[src/rtl/delay_line_reader.sv]
// Fractional-delay tap reader for a RAM-backed circular delay line.
// It fetches the two samples around the requested delay and outputs their linear interpolation.
module delay_line_reader #(
    parameter int WIDTH  = 12,
    parameter int ADDR_W = 11,
    parameter int FRAC_W = 8
) (
    input  logic                       clk,
    input  logic                       rstn,
    input  logic                       start,
    input  logic [ADDR_W-1:0]          wr_ptr,
    input  logic [ADDR_W+FRAC_W-1:0]   delay,
    output logic                       rd_en,
    output logic [ADDR_W-1:0]          rd_addr,
    input  logic signed [WIDTH-1:0]    rd_data,
    output logic signed [WIDTH-1:0]    out,
    output logic                       valid,
    output logic                       busy
);

    localparam int PW = WIDTH + FRAC_W + 2;

    typedef enum logic [2:0] {
        IDLE = 3'd0,
        RD0  = 3'd1,
        RD1  = 3'd2,
        CAP  = 3'd3,
        MUL  = 3'd4,
        DONE = 3'd5
    } state_t;

    state_t                    state_reg, state_next;
    logic [FRAC_W-1:0]         frac_reg;
    logic signed [WIDTH-1:0]   s0_reg;
    logic signed [PW-1:0]      p_reg;
    logic signed [WIDTH-1:0]   out_reg;
    logic                      rd_en_reg;
    logic [ADDR_W-1:0]         rd_addr_reg;

    logic [ADDR_W-1:0]         d_int;
    logic [ADDR_W-1:0]         d_clamp;
    logic [ADDR_W-1:0]         a0;
    logic signed [WIDTH:0]     diff;
    logic signed [FRAC_W:0]    frac_s;
    logic signed [PW-1:0]      prod;
    logic signed [PW-1:0]      shifted;
    logic signed [PW-1:0]      sum_full;

    // Keep both taps away from the slot the writer is filling right now.
    assign d_int   = delay[ADDR_W+FRAC_W-1:FRAC_W];
    assign d_clamp = (d_int == '0) ? ADDR_W'(1)
                   : (d_int == '1) ? {{(ADDR_W-1){1'b1}}, 1'b0}
                   : d_int;
    assign a0      = wr_ptr - d_clamp;

    // During CAP, rd_data holds the older tap s1.
    assign diff     = {rd_data[WIDTH-1], rd_data} - {s0_reg[WIDTH-1], s0_reg};
    assign frac_s   = {1'b0, frac_reg};
    assign prod     = diff * frac_s;
    assign shifted  = p_reg >>> FRAC_W;
    assign sum_full = shifted + PW'(s0_reg);

    always_comb begin
        state_next = state_reg;
        case (state_reg)
            IDLE:    if (start) state_next = RD0;
            RD0:     state_next = RD1;
            RD1:     state_next = CAP;
            CAP:     state_next = MUL;
            MUL:     state_next = DONE;
            DONE:    state_next = IDLE;
            default: state_next = IDLE;
        endcase
    end

    always_ff @(posedge clk or negedge rstn) begin
        if (!rstn) begin
            state_reg   <= IDLE;
            frac_reg    <= '0;
            s0_reg      <= '0;
            p_reg       <= '0;
            out_reg     <= '0;
            rd_en_reg   <= 1'b0;
            rd_addr_reg <= '0;
        end else begin
            state_reg <= state_next;
            case (state_reg)
                IDLE: begin
                    if (start) begin
                        rd_en_reg   <= 1'b1;
                        rd_addr_reg <= a0;
                        frac_reg    <= delay[FRAC_W-1:0];
                    end
                end
                RD0: rd_addr_reg <= rd_addr_reg - ADDR_W'(1);
                RD1: begin
                    rd_en_reg <= 1'b0;
                    s0_reg    <= rd_data;
                end
                CAP:  p_reg   <= prod;
                // The interpolated value lies between s0 and s1, so truncation is lossless.
                MUL:  out_reg <= WIDTH'(sum_full);
                default: ;
            endcase
        end
    end

    assign rd_en   = rd_en_reg;
    assign rd_addr = rd_addr_reg;
    assign out     = out_reg;
    assign valid   = (state_reg == DONE);
    assign busy    = (state_reg != IDLE);

endmodule

[config.mk]
export PLATFORM = sky130hd
export DESIGN_NAME = delay_line_reader
export DESIGN_NICKNAME = d
export VERILOG_FILES = /design/src/rtl/delay_line_reader.sv
export SDC_FILE = /design/constraint.sdc
export NUM_CORES = 1
export LEC_CHECK = 0
export CAP_MARGIN = 5
export CORE_MARGIN = 2
export CORE_UTILIZATION = 45
export DETAILED_ROUTE_END_ITERATION = 8
export HOLD_SLACK_MARGIN = 0.1
export PLACE_DENSITY = 0.64
export SETUP_SLACK_MARGIN = 0.3
export SLEW_MARGIN = 10
export SYNTH_ARGS = -nofsm -noshare
export SYNTH_HDL_FRONTEND = slang
export SYNTH_SLANG_ARGS = --single-unit
[constraint.sdc]
create_clock -name clk -period 19.2 [get_ports clk]
set_input_delay 5.76 -clock clk [delete_from_list [all_inputs] [get_ports clk]]
set_output_delay 5.76 -clock clk [all_outputs]
set_load 0.01 [all_outputs]
==> results.md <==
Worst setup path:
- In this run the critical register-to-register path is captured at p_reg[19]$_DFFE_PN0N_.
- For this design, the slowest cell found on the critical path is sky130_fd_sc_hd__fa_1.
- The end point of the critical path is p_reg[19]$_DFFE_PN0N_.
- Measured in cells, the most critical reg-to-reg path has a length of 28.
- The worst setup path is launched from a primary input.
- In this run the register-to-register setup slack is 12.44 ns.
- For the worst setup path, the data required time is 19.37 ns.
- Along the worst path, the maximum fanout reaches 8.
- The data arrival at the endpoint of the critical path is 12.36 ns.
- The critical path class is primary input to flip-flop.
- The type of destination of the critical path is a flip-flop.
- The launching instance or port of the critical path is rd_data[0].
- The biggest cell delay along the critical path is 0.57 ns.
- The worst reg2reg path startpoint is s0_reg[1]$_DFFE_PN0P_.

Global route:
- In the global route stage, met2 resource usage came out at 34.6%.
- For this run, the total global-route usage over all layers was measured as 19.4%.
- The met3 track demand over resource is 4.02%.
- The sum of overflow across all layers after global routing is 0.
- The global-route met1 utilization is 24.3%.
- The number of global-route vias before repair came to 5495.
- The initial antenna violation count is 0.
- The global-route wire length before repair is 26.0 mm.
- The maximum number of pins on one net before global-route repair is 60.
- The busiest layer in global routing is met2.

Clocking:
- The clock network latency to the later pin of the worst-skew pair is 0.33 ns.
- For this design, the CTS-stage hold fixing added 0 buffers.
- TritonCTS built the clock tree.
- The clock tree buffer depth is 2.
- The number of buffers inserted to repair setup after CTS is 0.
- The buffer cell driving the clock tree root is sky130_fd_sc_hd__clkbuf_16.
- The number of buffers added by the clock tree synthesis step is 9.
- The clock tree synthesis step divided the H-tree into 3 levels.
- The number of cells upsized or downsized after cts is 0.
- After clock tree synthesis, the clock-pin slew on the worst setup and hold paths is 0.05 ns.
- Counting every sink on the clock net gives 59.

Timing:
- Timing would allow up to 82.0 MHz.
- The max-slew violation count came to 0.
- After routing, the total negative slack on setup checks comes to 0 ns.
- The number of hold-slack violations in the final timing report came to 0.
- Between clock sinks in the finished design, the worst skew comes to 0.00906 ns.
- Of the available clock period, the critical path in the final layout requires 63.5%.
- Subtracting the final worst setup slack from the clock period gives 12.19 ns.
- Setup violations remaining at the end of the flow were counted as 0.
- The slew at the pin closest to its max-slew limit is 0.927 ns.
- The minimum hold slack is 0.479 ns.
- Setup repair after global routing left no endpoint under its margin.
- In this run the tightest slew margin relative to its limit is 38.0%.

Die:
- The number of rows created at floorplan is 46.
- For this design the top-level I/O count stands at 71.
- The starting density of the core is 45.4%.
- The y dimension of the die is 130 um.
- The die area is 0.0169 sq mm.
- The core region is 0.0157 sq mm.
- The chip width is 130 um.

Layout:
- The post-route netlist has 3.27% of its cells at a drive strength greater than 1.
- The layout-stage area growth over the synthesis result is 16.9%.
- 0 antenna diodes ended up in the layout.
- After the last flow step, the layout net total stands at 1078.
- Leaving out filler cells and counting taps, the final layout contains 1104.

Yosys:
- For this run, asynchronously set or reset flops after synthesis account for 100%.
- The post-synthesis simple-gate area fraction is 17.9%.
- The netlist uses 52 different library cells.
- Yosys printed 0 warnings.
- The post-synthesis average cell area is 8.68 sq um.
- The number of nets handed over by synthesis was 1017.
- The share of the Yosys chip area taken by registers is 20.7%.
- The post-synthesis cell count is 822.
- The xor and xnor fraction of the mapped netlist area is 5.77%.
- The count of flip-flops with a built-in enable after synthesis is 0.
- After synthesis the netlist holds a flip-flop and latch count of 59.
- After synthesis the cells add up to 0.00713 sq mm.
- After Yosys synthesis, full adders, half adders and majority gates account for 34.8% of the synthesized area.
- After synthesis, the share of cell area in mux cells is 0.596%.
- Among all flip-flop cells after synthesis, the most frequent one is sky130_fd_sc_hd__dfrtp_1.
- Summing the areas of all compound-gate instances in the mapped netlist gives 11.1% of the synthesized area.
- The dominant combinational cell family by area after synthesis is adder cells.

Hold path:
- The type of the most critical hold path is flip-flop to flip-flop.

Route:
- Dividing the detail-routed via count by the number of cells gives 4.98.
- The DRC violation count after routing is 0.
- The residual antenna-violating net count after detailed routing is 0.
- The count of routing violations after the opening detailed-route iteration is 203.
- Summed over all layers, the routed wires come to 15.0 mm.
- Before antenna repair, the detailed router went through 4 iterations.
- The overall via count from detail_route is 5494.
- The per-cell routed wire length is 13.6 um.

Placed design:
- The count of input and output buffers is 70.
- The global placer's final weighted congestion is 0.816.
- In this run, placement finished with an instance count of 1088.
- The final HPWL from detailed placement is 12.1 mm.

Job:
- The number of violations of the max-capacitance limit is 0.

Outcome:
- The run finished with clean final reports.
synthesized netlist by cell type (2+ instances only):
master,instances,area [sq um]
sky130_fd_sc_hd__a21o_1,6,45.0
sky130_fd_sc_hd__a21oi_1,32,160
sky130_fd_sc_hd__a31oi_1,5,31.3
sky130_fd_sc_hd__and2_1,52,325
sky130_fd_sc_hd__clkbuf_1,22,82.6
sky130_fd_sc_hd__dfrtp_1,59,1480
sky130_fd_sc_hd__fa_1,81,1620
sky130_fd_sc_hd__ha_1,69,863
sky130_fd_sc_hd__inv_1,149,559
sky130_fd_sc_hd__mux2_2,2,22.5
sky130_fd_sc_hd__mux2i_1,2,20.0
sky130_fd_sc_hd__nand2_1,113,424
sky130_fd_sc_hd__nand2b_1,8,50.1
sky130_fd_sc_hd__nand3_1,8,40.0
sky130_fd_sc_hd__nand4_1,5,31.3
sky130_fd_sc_hd__nor2_1,30,113
sky130_fd_sc_hd__nor2b_1,15,93.8
sky130_fd_sc_hd__nor3_1,12,60.1
sky130_fd_sc_hd__nor3b_1,3,22.5
sky130_fd_sc_hd__nor4_1,2,12.5
sky130_fd_sc_hd__o211a_1,2,20.0
sky130_fd_sc_hd__o211ai_1,3,22.5
sky130_fd_sc_hd__o21a_1,6,45.0
sky130_fd_sc_hd__o21ai_0,43,215
sky130_fd_sc_hd__o21ai_1,2,10.0
sky130_fd_sc_hd__o21bai_1,7,52.6
sky130_fd_sc_hd__o22ai_1,4,25.0
sky130_fd_sc_hd__o31ai_1,2,15.0
sky130_fd_sc_hd__o41ai_1,3,26.3
sky130_fd_sc_hd__or2_2,2,12.5
sky130_fd_sc_hd__or3_1,7,43.8
sky130_fd_sc_hd__xnor2_1,30,263
sky130_fd_sc_hd__xor2_1,17,149
stage by stage:
step           area [sq um]  setup WS (ns)  util [%]
2_1_floorplan          7130           7.74         -
3_3_place_gp           8040           6.75      51.2
3_5_place_dp           8040           6.68      51.2
4_1_cts                8340           6.98      53.0
5_1_grt                8340           6.50      53.0
6_report               8340           7.01      53.0
cell type report:
cell class	count	area, sq um
flip-flops and latches	59	1480
inverters	149	559
multi-input cells	591	5010
repair buffers	73	718
well taps	216	270
clock buffers	12	246
fillers	1494	7380
clock inverters	4	50.0
cells in the final DEF (no fill, tap or decap), types with 3 or more instances in the layout:
master                            count
sky130_fd_sc_hd__a21o_1               6
sky130_fd_sc_hd__a21oi_1             32
sky130_fd_sc_hd__a31oi_1              5
sky130_fd_sc_hd__and2_1              52
sky130_fd_sc_hd__buf_4                3
sky130_fd_sc_hd__clkbuf_16            9
sky130_fd_sc_hd__clkdlybuf4s50_1     69
sky130_fd_sc_hd__dfrtp_1             59
sky130_fd_sc_hd__fa_1                81
sky130_fd_sc_hd__ha_1                69
sky130_fd_sc_hd__inv_1              149
sky130_fd_sc_hd__nand2_1            113
sky130_fd_sc_hd__nand2b_1             8
sky130_fd_sc_hd__nand3_1              8
sky130_fd_sc_hd__nand4_1              5
sky130_fd_sc_hd__nor2_1              30
sky130_fd_sc_hd__nor2b_1             15
sky130_fd_sc_hd__nor3_1              12
sky130_fd_sc_hd__o211ai_1             3
sky130_fd_sc_hd__o21a_1               6
sky130_fd_sc_hd__o21ai_0             43
sky130_fd_sc_hd__o21bai_1             7
sky130_fd_sc_hd__o22ai_1              4
sky130_fd_sc_hd__o41ai_1              3
sky130_fd_sc_hd__or3_1                7
sky130_fd_sc_hd__xnor2_1             30
sky130_fd_sc_hd__xor2_1              17
routing by layer:
| metal | part of all wire, % | wire length (um) | vias to the layer above |
|---|---|---|---|
| met5 | 0 | 0 | - |
| met4 | 1.2 | 176 | 0 |
| met3 | 3.6 | 544 | 15 |
| met2 | 51 | 7610 | 84 |
| met1 | 44 | 6650 | 2666 |
| li1 | - | - | 2729 |
cells by family (layout without fill, tap and decap cells):
kind of cell,after synthesis,in the layout
AND/OR/NAND/NOR,263,263
buffers and inverters,172,238
adder cells (fa/ha/maj),150,150
AO/OA/AOI/OAI,127,127
flip-flops,59,59
XOR/XNOR,47,47
multiplexers,4,4
worst max-delay path, delay by kind of cell:
| kind | cells | cell delay [ns] |
|---|---|---|
| buffers and inverters | 6 | 0.68 |
| AO/OA/AOI/OAI | 12 | 2.22 |
| XOR/XNOR | 2 | 0.30 |
| adder cells (fa/ha/maj) | 7 | 2.96 |
| AND/OR/NAND/NOR | 2 | 0.43 |
worst min-delay path by stage:
stage	startpoint	endpoint	slack, ns	cells after the start
final	out[1]$_DFFE_PN0N_	out[1]$_DFFE_PN0N_	0.48	2
after global routing	out[2]$_DFFE_PN0N_	out[2]$_DFFE_PN0N_	0.51	2
after CTS	out[1]$_DFFE_PN0N_	out[1]$_DFFE_PN0N_	0.49	2
after detailed placement	out[1]$_DFFE_PN0N_	out[1]$_DFFE_PN0N_	0.47	2
after global placement	out[1]$_DFFE_PN0N_	out[1]$_DFFE_PN0N_	0.46	2
after floorplan	p_reg[12]$_DFFE_PN0N_	p_reg[12]$_DFFE_PN0N_	0.45	2
Power is not shown: default switching activity piles up to over one toggle a cycle in this logic, so the estimate is an artifact.
